==> config.mk <==
export PLATFORM = sky130hd
export DESIGN_NAME = wb_unit
export DESIGN_NICKNAME = d
export VERILOG_FILES = /design/src/rtl/wb_unit_pkg.sv /design/src/rtl/wb_result_sel.sv /design/src/rtl/wb_unit.sv
export SDC_FILE = /design/constraint.sdc
export NUM_CORES = 1
export LEC_CHECK = 0
export CORE_ASPECT_RATIO = 1.1
export CORE_UTILIZATION = 48
export CTS_BUF_LIST = sky130_fd_sc_hd__clkbuf_4
export DETAILED_ROUTE_END_ITERATION = 10
export PLACE_DENSITY = 0.83
export SLEW_MARGIN = 0
export SYNTH_ARGS = -nofsm -noshare
export SYNTH_HDL_FRONTEND = slang
export SYNTH_SLANG_ARGS = --single-unit
==> constraint.sdc <==
create_clock -name clk -period 3.5 [get_ports clk]
set_input_delay 0.525 -clock clk [delete_from_list [all_inputs] [get_ports clk]]
set_output_delay 0.525 -clock clk [all_outputs]
set_load 0.05 [all_outputs]
==> src/rtl/wb_unit_pkg.sv <==
// Shared types for the writeback stage: instruction class codes and FSM state encodings.
// Class codes must match the issue side's encoding (ALU=0 .. NONE=5; 6-7 behave as NONE).
package wb_unit_pkg;

   typedef enum logic [2:0] {
      TYPE_ALU   = 3'd0,
      TYPE_MEM   = 3'd1,
      TYPE_LUI   = 3'd2,
      TYPE_AUIPC = 3'd3,
      TYPE_JAL   = 3'd4,
      TYPE_NONE  = 3'd5
   } wb_type_t;

   typedef enum logic {
      ST_IDLE     = 1'b0,
      ST_MEM_WAIT = 1'b1
   } wb_state_t;

   localparam int unsigned XLEN     = 32;
   localparam int unsigned REG_AW   = 5;
   localparam logic [XLEN-1:0] LINK_OFFSET = 32'd4;

   function automatic logic is_mem(input logic [2:0] t);
      return t == TYPE_MEM;
   endfunction

endpackage

==> src/rtl/wb_result_sel.sv <==
// Combinational result mux for non-load records; zero latency, no flow control.
// 'writes' is low for classes that never update the register file (stores, branches, unused codes).
module wb_result_sel
   import wb_unit_pkg::*;
(
   input  logic [2:0]      type_in,
   input  logic [XLEN-1:0] pc,
   input  logic [XLEN-1:0] imm,
   input  logic [XLEN-1:0] alu_result,
   output logic [XLEN-1:0] result,
   output logic            writes
);

   always_comb begin
      result = '0;
      writes = 1'b0;
      case (type_in)
         TYPE_ALU: begin
            result = alu_result;
            writes = 1'b1;
         end
         TYPE_LUI: begin
            result = imm;
            writes = 1'b1;
         end
         TYPE_AUIPC: begin
            result = pc + imm;
            writes = 1'b1;
         end
         TYPE_JAL: begin
            result = pc + LINK_OFFSET;
            writes = 1'b1;
         end
         default: begin
            result = '0;
            writes = 1'b0;
         end
      endcase
   end

endmodule

==> src/rtl/wb_unit.sv <==
// Writeback stage: one record per cycle, register-file write one cycle after accept (loads: one cycle after mem_done).
// wb_rdy drops combinationally when a load is presented and stays low until its data is written back.
module wb_unit
   import wb_unit_pkg::*;
#(
   parameter int unsigned RETIRE_W = 32
)
(
   input  logic                clk,
   input  logic                rst,
   input  logic                rdy,
   input  logic                rd_rdy,
   input  logic [2:0]          type_in,
   input  logic [REG_AW-1:0]   rd_in,
   input  logic [XLEN-1:0]     pc_in,
   input  logic [XLEN-1:0]     imm_in,
   input  logic [XLEN-1:0]     alu_result,
   input  logic                mem_done,
   input  logic [XLEN-1:0]     mem_data,
   output logic                wb_rdy,
   output logic                reg_we,
   output logic [REG_AW-1:0]   reg_rd,
   output logic [XLEN-1:0]     reg_data,
   output logic [RETIRE_W-1:0] retire_cnt
);

   wb_state_t         state;
   logic [REG_AW-1:0] pend_rd;
   logic [XLEN-1:0]   sel_result;
   logic              sel_writes;

   wb_result_sel u_sel (
      .type_in    (type_in),
      .pc         (pc_in),
      .imm        (imm_in),
      .alu_result (alu_result),
      .result     (sel_result),
      .writes     (sel_writes)
   );

   // Dropping in the same cycle a load is presented keeps the issuer from re-arming on a stale high.
   assign wb_rdy = !rst && (state == ST_IDLE) && !(rd_rdy && is_mem(type_in));

   always_ff @(posedge clk) begin
      if (rst) begin
         state      <= ST_IDLE;
         pend_rd    <= '0;
         reg_we     <= 1'b0;
         reg_rd     <= '0;
         reg_data   <= '0;
         retire_cnt <= '0;
      end else if (rdy) begin
         reg_we <= 1'b0;
         case (state)
            ST_IDLE: begin
               if (rd_rdy) begin
                  if (is_mem(type_in)) begin
                     pend_rd <= rd_in;
                     state   <= ST_MEM_WAIT;
                  end else begin
                     reg_we     <= sel_writes && (rd_in != '0);
                     reg_rd     <= rd_in;
                     reg_data   <= sel_result;
                     retire_cnt <= retire_cnt + 1'b1;
                  end
               end
            end
            ST_MEM_WAIT: begin
               if (mem_done) begin
                  reg_we     <= (pend_rd != '0);
                  reg_rd     <= pend_rd;
                  reg_data   <= mem_data;
                  retire_cnt <= retire_cnt + 1'b1;
                  state      <= ST_IDLE;
               end
            end
            default: state <= ST_IDLE;
         endcase
      end
   end

endmodule
==> results.py, run 1 <==
metrics = {
    "run_status": {
        "status": "finished with violations",
        "failed_checks": "DRC",
    },
    "die": {
        "die_area_um2": 13880,
        "io-pin-count": 212,
        "start_util_pct": 48.94,
        "die_w_um": 112.4,
        "std_cell_rows": 44,
        "core_um2": 13160,
        "dieHeight_um": 123.5,
    },
    "sta": {
        "final_hold_viol_count": 0,
        "fin_crit_sh_pct": 84.67,
        "fmax_mhz": 337.5,
        "setup_violations": 0,
        "rsz0062_at_grt": "false",
        "fin_tns_setup_ns": 0,
        "fin_worst_skew_ns": 0.01705,
        "worst_slew_pin_slew_ns": 0.6586,
        "finalWorstPathRequiredPeriod_ns": 2.963,
        "maxSlewHeadroom_pct": 55.99,
        "drv_slew": 0,
    },
    "logic_synthesis": {
        "ys_seq_elements": 76,
        "synthFlopType": "dfxtp_1",
        "syn_avg_cell_area_um2": 7.768,
        "synth.distinct_cells": 78,
        "synthesis.area_um2": 6440,
        "synthArstFlopShare_pct": 0,
        "yosysSeqAreaShare_pct": 23.63,
        "synth_edf_count": 0,
        "synth.net_count": 1004,
        "postSynthCellCount": 829,
        "yosys_warnings": 0,
    },
    "clocking": {
        "numCtsBuffers": 9,
        "cts_num_sinks": 76,
        "insertion_delay_ns": 0.45,
        "cts-root-buf": "clkbuf_4",
        "cts_tree": "built",
        "clock_path_buffers": 2,
        "htree_levels": 3,
        "clkTransAtPathRegs_ns": 0.14,
        "postCtsHoldBufs": 0,
        "post-cts-setup-buffer-count": 0,
        "post_cts_resized": 0,
    },
    "drt": {
        "wl_per_cell_um": 18.48,
        "wl_met1_um": 9092,
        "avgViaCountPerCell": 6.043,
        "drt.antenna.violating_nets": 0,
        "drt_first_pass_iters": 8,
        "via_count": 7294,
        "maxUsedRoutingLayer": "met4",
        "dr_wl_met3_um": 1736,
        "drc": 1,
        "wl_um": 22310,
        "dr_wl_met2_um": 10590,
        "drtIter0Drc": 697,
    },
    "placed_design": {
        "placement.io_buffers": 211,
        "dp_hpwl_um": 17690,
        "gp_congestion": 0.9844,
    },
    "setup_path": {
        "r2r_slack_ns": 1.04,
        "worstReg2RegEnd": "reg_data[31]",
        "crit_path_end_kind": "flip-flop",
        "cp-start-kind": "input pin",
        "rr_worst_depth": 8,
        "cp_max_fo": 4,
        "critical_path_class": "in2reg",
        "worstPathRequired_ns": 3.86,
        "crit_arrival_ns": 3.33,
        "reg2reg_from": "state",
    },
    "layout": {
        "layout_common_cells": "clkdlybuf4s50_1, nor2_1, dfxtp_1",
        "nNetsFinal": 1216,
        "final_common_cell": "clkdlybuf4s50_1",
        "final_layout_size_suffix_gt1_share_pct": 8.325,
        "areaGrowthSynthToFinish_pct": 39.81,
    },
    "hold_path": {
        "min_path_type": "reg2reg",
        "hold_end": "reg_data[15]",
        "hold_path_depth": 2,
        "hp-start": "reg_data[15]",
    },
    "grt": {
        "gr-total-overflow": 0,
        "grt_pass1_vias": 6777,
        "grt_pass1_wl_um": 34290,
        "grt_max_degree": 32,
        "antenna_found_initial": 1,
        "grt_usage_pct": 31.69,
    },
    "flow_run": {
        "drv_cap": 0,
    },
    "power_and_ir_drop": {
        "power_uw": 2600,
        "vdd_drop_max_mv": 0.1544,
        "p_leak_uw": 0.003461,
        "p_per_area_nw_per_um2": 288.7,
    },
}
[flip-flops by register name (all words and copies together) (netlist names)]
name,flops
pend_rd,5
reg_data,32
reg_rd,5
reg_we,1
retire_cnt,32
state,1
[worst max-delay path, stage by stage]
cell,delay [ns]
clkdlybuf4s50_1,0.48
ha_1,0.17
inv_1,0.05
fa_1,0.43
nor2b_4,0.15
o2111ai_2,0.14
a211oi_2,0.33
o31a_2,0.24
o31ai_2,0.11
or4_1,0.50
a311oi_2,0.20
[worst max-delay path by stage]
| stage | from | to | slack, ns | depth (start not counted) |
|---|---|---|---|---|
| 6_report | pc_in[0] | reg_data[28] | 0.54 | 11 |
| 5_1_grt | imm_in[0] | reg_data[20] | 0.40 | 12 |
| 4_1_cts | pc_in[0] | reg_data[28] | 0.55 | 11 |
| 3_5_place_dp | pc_in[0] | reg_data[28] | 0.08 | 11 |
| 3_3_place_gp | pc_in[0] | reg_data[28] | 0.13 | 11 |
| 2_1_floorplan | rst | wb_rdy | 0.76 | 4 |
[area by class of cell]
cell class,count,area [µm²]
Inverter,12,45.04
Sequential cell,76,1523
Tap cell,161,201.4
Multi-Input combinational cell,696,4691
Clock buffer,9,67.56
Timing Repair Buffer,246,2362
Fill cell,1079,4154
Clock inverter,6,111.4
Antenna cell,1,2.502
[Yosys cell counts (3+ instances only)]
cell / instances / area [µm²]
a211oi_1: 22 / 165.2
a21o_1: 14 / 105.1
a21oi_1: 56 / 280.3
a221oi_1: 10 / 87.58
a22oi_1: 4 / 30.03
a311oi_1: 6 / 52.55
a31oi_1: 4 / 25.02
and2_1: 9 / 56.30
and3_1: 17 / 106.4
and4_1: 8 / 70.07
buf_1: 3 / 11.26
buf_2: 14 / 70.07
clkbuf_1: 28 / 105.1
dfxtp_1: 76 / 1521
ha_1: 33 / 412.9
inv_1: 12 / 45.04
mux2_2: 3 / 33.78
mux2i_1: 40 / 400.4
nand2_1: 57 / 214.0
nand2b_1: 5 / 31.28
nand3_1: 28 / 140.1
nand4_1: 21 / 131.4
nor2_1: 116 / 435.4
nor2b_1: 4 / 25.02
nor3_1: 24 / 120.1
nor3b_1: 6 / 45.04
o211ai_1: 6 / 45.04
o21a_1: 6 / 45.04
o21ai_0: 22 / 110.1
o21ai_1: 11 / 55.05
o21bai_1: 4 / 30.03
o221ai_1: 4 / 35.03
o22ai_1: 19 / 118.9
o32ai_1: 4 / 35.03
o41ai_1: 4 / 35.03
or3_1: 6 / 37.54
or4_1: 3 / 22.52
xnor2_1: 27 / 236.5
xor2_1: 43 / 376.6
[metrics by stage]
step	setup WS [ns]	cell area, µm²	cells	util, %	hold slack [ns]
2_1_floorplan	0.7589	6440	829	-	0.4771
3_3_place_gp	0.1292	8822	1191	67.05	0.4837
3_5_place_dp	0.07701	8822	1191	67.05	0.4782
4_1_cts	0.5511	9001	1206	68.41	0.5003
5_1_grt	0.3952	9004	1207	68.43	0.5317
6_report	0.5367	9004	1207	68.43	0.5008
[layer usage]
metal,vias up,track usage [%]
met5,-,0
met1,3360,38.50
met4,0,15.08
met2,362,55.59
li1,3505,-
met3,67,4.363
[cells by family (layout without fill, tap and decap cells)]
kind of cell | count (synthesis) | after routing | share of synthesized area [%]
DFF | 76 | 76 | 23.63
xor gates and xnor gates | 70 | 70 | 9.520
muxes | 43 | 43 | 6.742
adders and majority gates | 34 | 34 | 6.722
AOI/OAI and AO/OA | 224 | 224 | 24.25
and+or+nand+nor | 325 | 325 | 25.55
other | 0 | 1 | 0
buffers and inverters | 57 | 273 | 3.594
[where the power goes]
part,switching [µW],leakage [µW],internal [µW]
clock,344,0.0000924,359
combinational,544,0.00275,437
sequential,19.6,0.000619,897
total,907,0.00346,1690
Note: power is estimated with default switching activity, not from simulation.
==> inputs of run 2 (changes only) <==
clock period = 3.1 ns   (was 3.5 ns; I/O delays follow)
==> run 2 against run 1 <==
Compared with the run above: the flow still finishes with violations (DRC); routed wire length grew 5.8%; combinational power rose by 21%; critical path depth did not move; core utilization increased by 2.9 points; cell count rose by 4.4%; largest cell class unchanged.
==> results.py, run 2 (same netlist as run 1, synthesis figures left out) <==
metrics = {
    "hold_path": {
        "hold_end": "retire_cnt[13]",
        "hold_path_depth": 2,
        "hp-start": "rst",
        "min_path_type": "in2reg",
    },
    "sta": {
        "setup_violations": 0,
        "rsz0062_at_grt": "false",
        "drv_slew": 0,
        "fin_crit_sh_pct": 93.56,
        "final_hold_viol_count": 0,
        "finalWorstPathRequiredPeriod_ns": 2.900,
        "worst_slew_pin_slew_ns": 0.5681,
        "fin_tns_setup_ns": 0,
        "maxSlewHeadroom_pct": 61.72,
        "fin_worst_skew_ns": 0.02751,
        "fmax_mhz": 344.8,
    },
    "placed_design": {
        "dpl.cell_count": 1242,
        "dp_hpwl_um": 18620,
        "placement.io_buffers": 211,
        "gp_congestion": 0.9657,
    },
    "drt": {
        "avgViaCountPerCell": 5.984,
        "wl_per_cell_um": 18.73,
        "drc": 1,
        "drtIter0Drc": 523,
        "drt.antenna.violating_nets": 0,
        "drt_first_pass_iters": 8,
        "wl_um": 23600,
        "via_count": 7540,
    },
    "setup_path": {
        "critPathMaxStageDelay_ns": 0.49,
        "crit_path_end_kind": "flip-flop",
        "crit_arrival_ns": 3.26,
        "cp_slowest_cell": "or4_1",
        "r2r_slack_ns": 0.87,
        "cp_max_fo": 3,
        "cp-start-kind": "input pin",
        "reg2reg_from": "retire_cnt[3]",
        "rr_worst_depth": 7,
        "worstReg2RegEnd": "retire_cnt[27]",
        "crit_path_cell_trace": "clkdlybuf4s50_1 > ha_1 > inv_1 > fa_1 > nor2b_4 > o2111ai_2 > a211oi_2 > o31a_2 > o31ai_2 > or4_1 > a311oi_2",
        "worstPathRequired_ns": 3.46,
        "critical_path_class": "in2reg",
    },
    "clocking": {
        "cts_num_sinks": 76,
        "htree_levels": 3,
        "numCtsBuffers": 9,
        "post-cts-setup-buffer-count": 0,
        "clock_path_buffers": 2,
        "post_cts_resized": 0,
        "cts_tree": "built",
        "clkTransAtPathRegs_ns": 0.13,
        "insertion_delay_ns": 0.45,
        "postCtsHoldBufs": 0,
        "cts-root-buf": "clkbuf_4",
    },
    "grt": {
        "gr-total-overflow": 0,
        "grt_pass1_wl_um": 36740,
        "grt_usage_pct": 34.00,
        "grt_max_degree": 37,
        "grt_pass1_vias": 7152,
        "antenna_found_initial": 2,
    },
    "die": {
        "start_util_pct": 48.94,
        "io-pin-count": 212,
        "core_um2": 13160,
        "die_w_um": 112.4,
        "die_area_um2": 13880,
        "std_cell_rows": 44,
        "dieHeight_um": 123.5,
    },
    "run_status": {
        "status": "finished with violations",
        "failed_checks": "DRC",
    },
    "layout": {
        "layout_common_cells": "clkdlybuf4s50_1, nor2_1, buf_4",
        "nNetsFinal": 1267,
        "final_layout_size_suffix_gt1_share_pct": 12.58,
        "reg.largest.list": "reg_data x32, retire_cnt x32",
        "finalNonFillerCells": 1260,
        "areaGrowthSynthToFinish_pct": 45.81,
        "final_common_cell": "clkdlybuf4s50_1",
    },
    "flow_run": {
        "drv_cap": 0,
    },
    "power_and_ir_drop": {
        "p_per_area_nw_per_um2": 314.9,
        "p_leak_uw": 0.003705,
        "vdd_drop_max_mv": 0.1630,
    },
}
## run 2: through the flow
stage	cell area [µm²]	hold slack, ns	util (%)	total power, µW	worst slack [ns]
floorplan	6440	0.4771	-	1700	0.4390
global placement	9218	0.4756	70.06	2217	-0.1954
detailed placement	9218	0.4820	70.06	2226	-0.2131
CTS	9385	0.4617	71.33	2949	0.2455
global route	9390	0.4851	71.37	3092	0.1146
finish	9390	0.4890	71.37	2957	0.1997
## run 2: worst max-delay path: cells and delay by family
kind	cells	cell delay [ns]
simple gates	2	0.63
compound gates	5	1.00
fa+ha+maj	2	0.61
buf+inv	2	0.54
## run 2: cell type report
class	instances	area, µm²
antenna	2	5.005
inverter	12	45.04
clock buffer	9	67.56
tap	161	201.4
timing repair buffer	297	2758
clock inverter	7	100.1
multi-input combinational	696	4691
fill	1067	3767
sequential	76	1523
## run 2: worst max path at each step
stage | start | to | slack (ns) | depth (start not counted)
6_report | pc_in[0] | reg_data[28] | 0.20 | 11
5_1_grt | pc_in[0] | reg_data[26] | 0.11 | 13
4_1_cts | pc_in[0] | reg_data[28] | 0.25 | 11
3_5_place_dp | pc_in[0] | reg_data[28] | -0.21 | 11
3_3_place_gp | pc_in[0] | reg_data[28] | -0.20 | 11
2_1_floorplan | pc_in[0] | reg_data[28] | 0.44 | 10
## run 2: per-layer routing
metal  up-vias  share of wire [%]  global-route usage (%)  wire [µm]
met3        64                6.6                   4.902       1550
met1      3506                 41                   41.30       9755
met4         0                3.9                   17.00        929
li1       3616                  -                       -          -
met2       354                 48                   59.12      11370
met5         -                  0                       0          0
## run 2: power by group
part,internal [µW],total (µW),switching (µW)
logic,555,1190,637
clock network,333,731,398
registers,1010,1030,21.6
total,1900,2960,1060
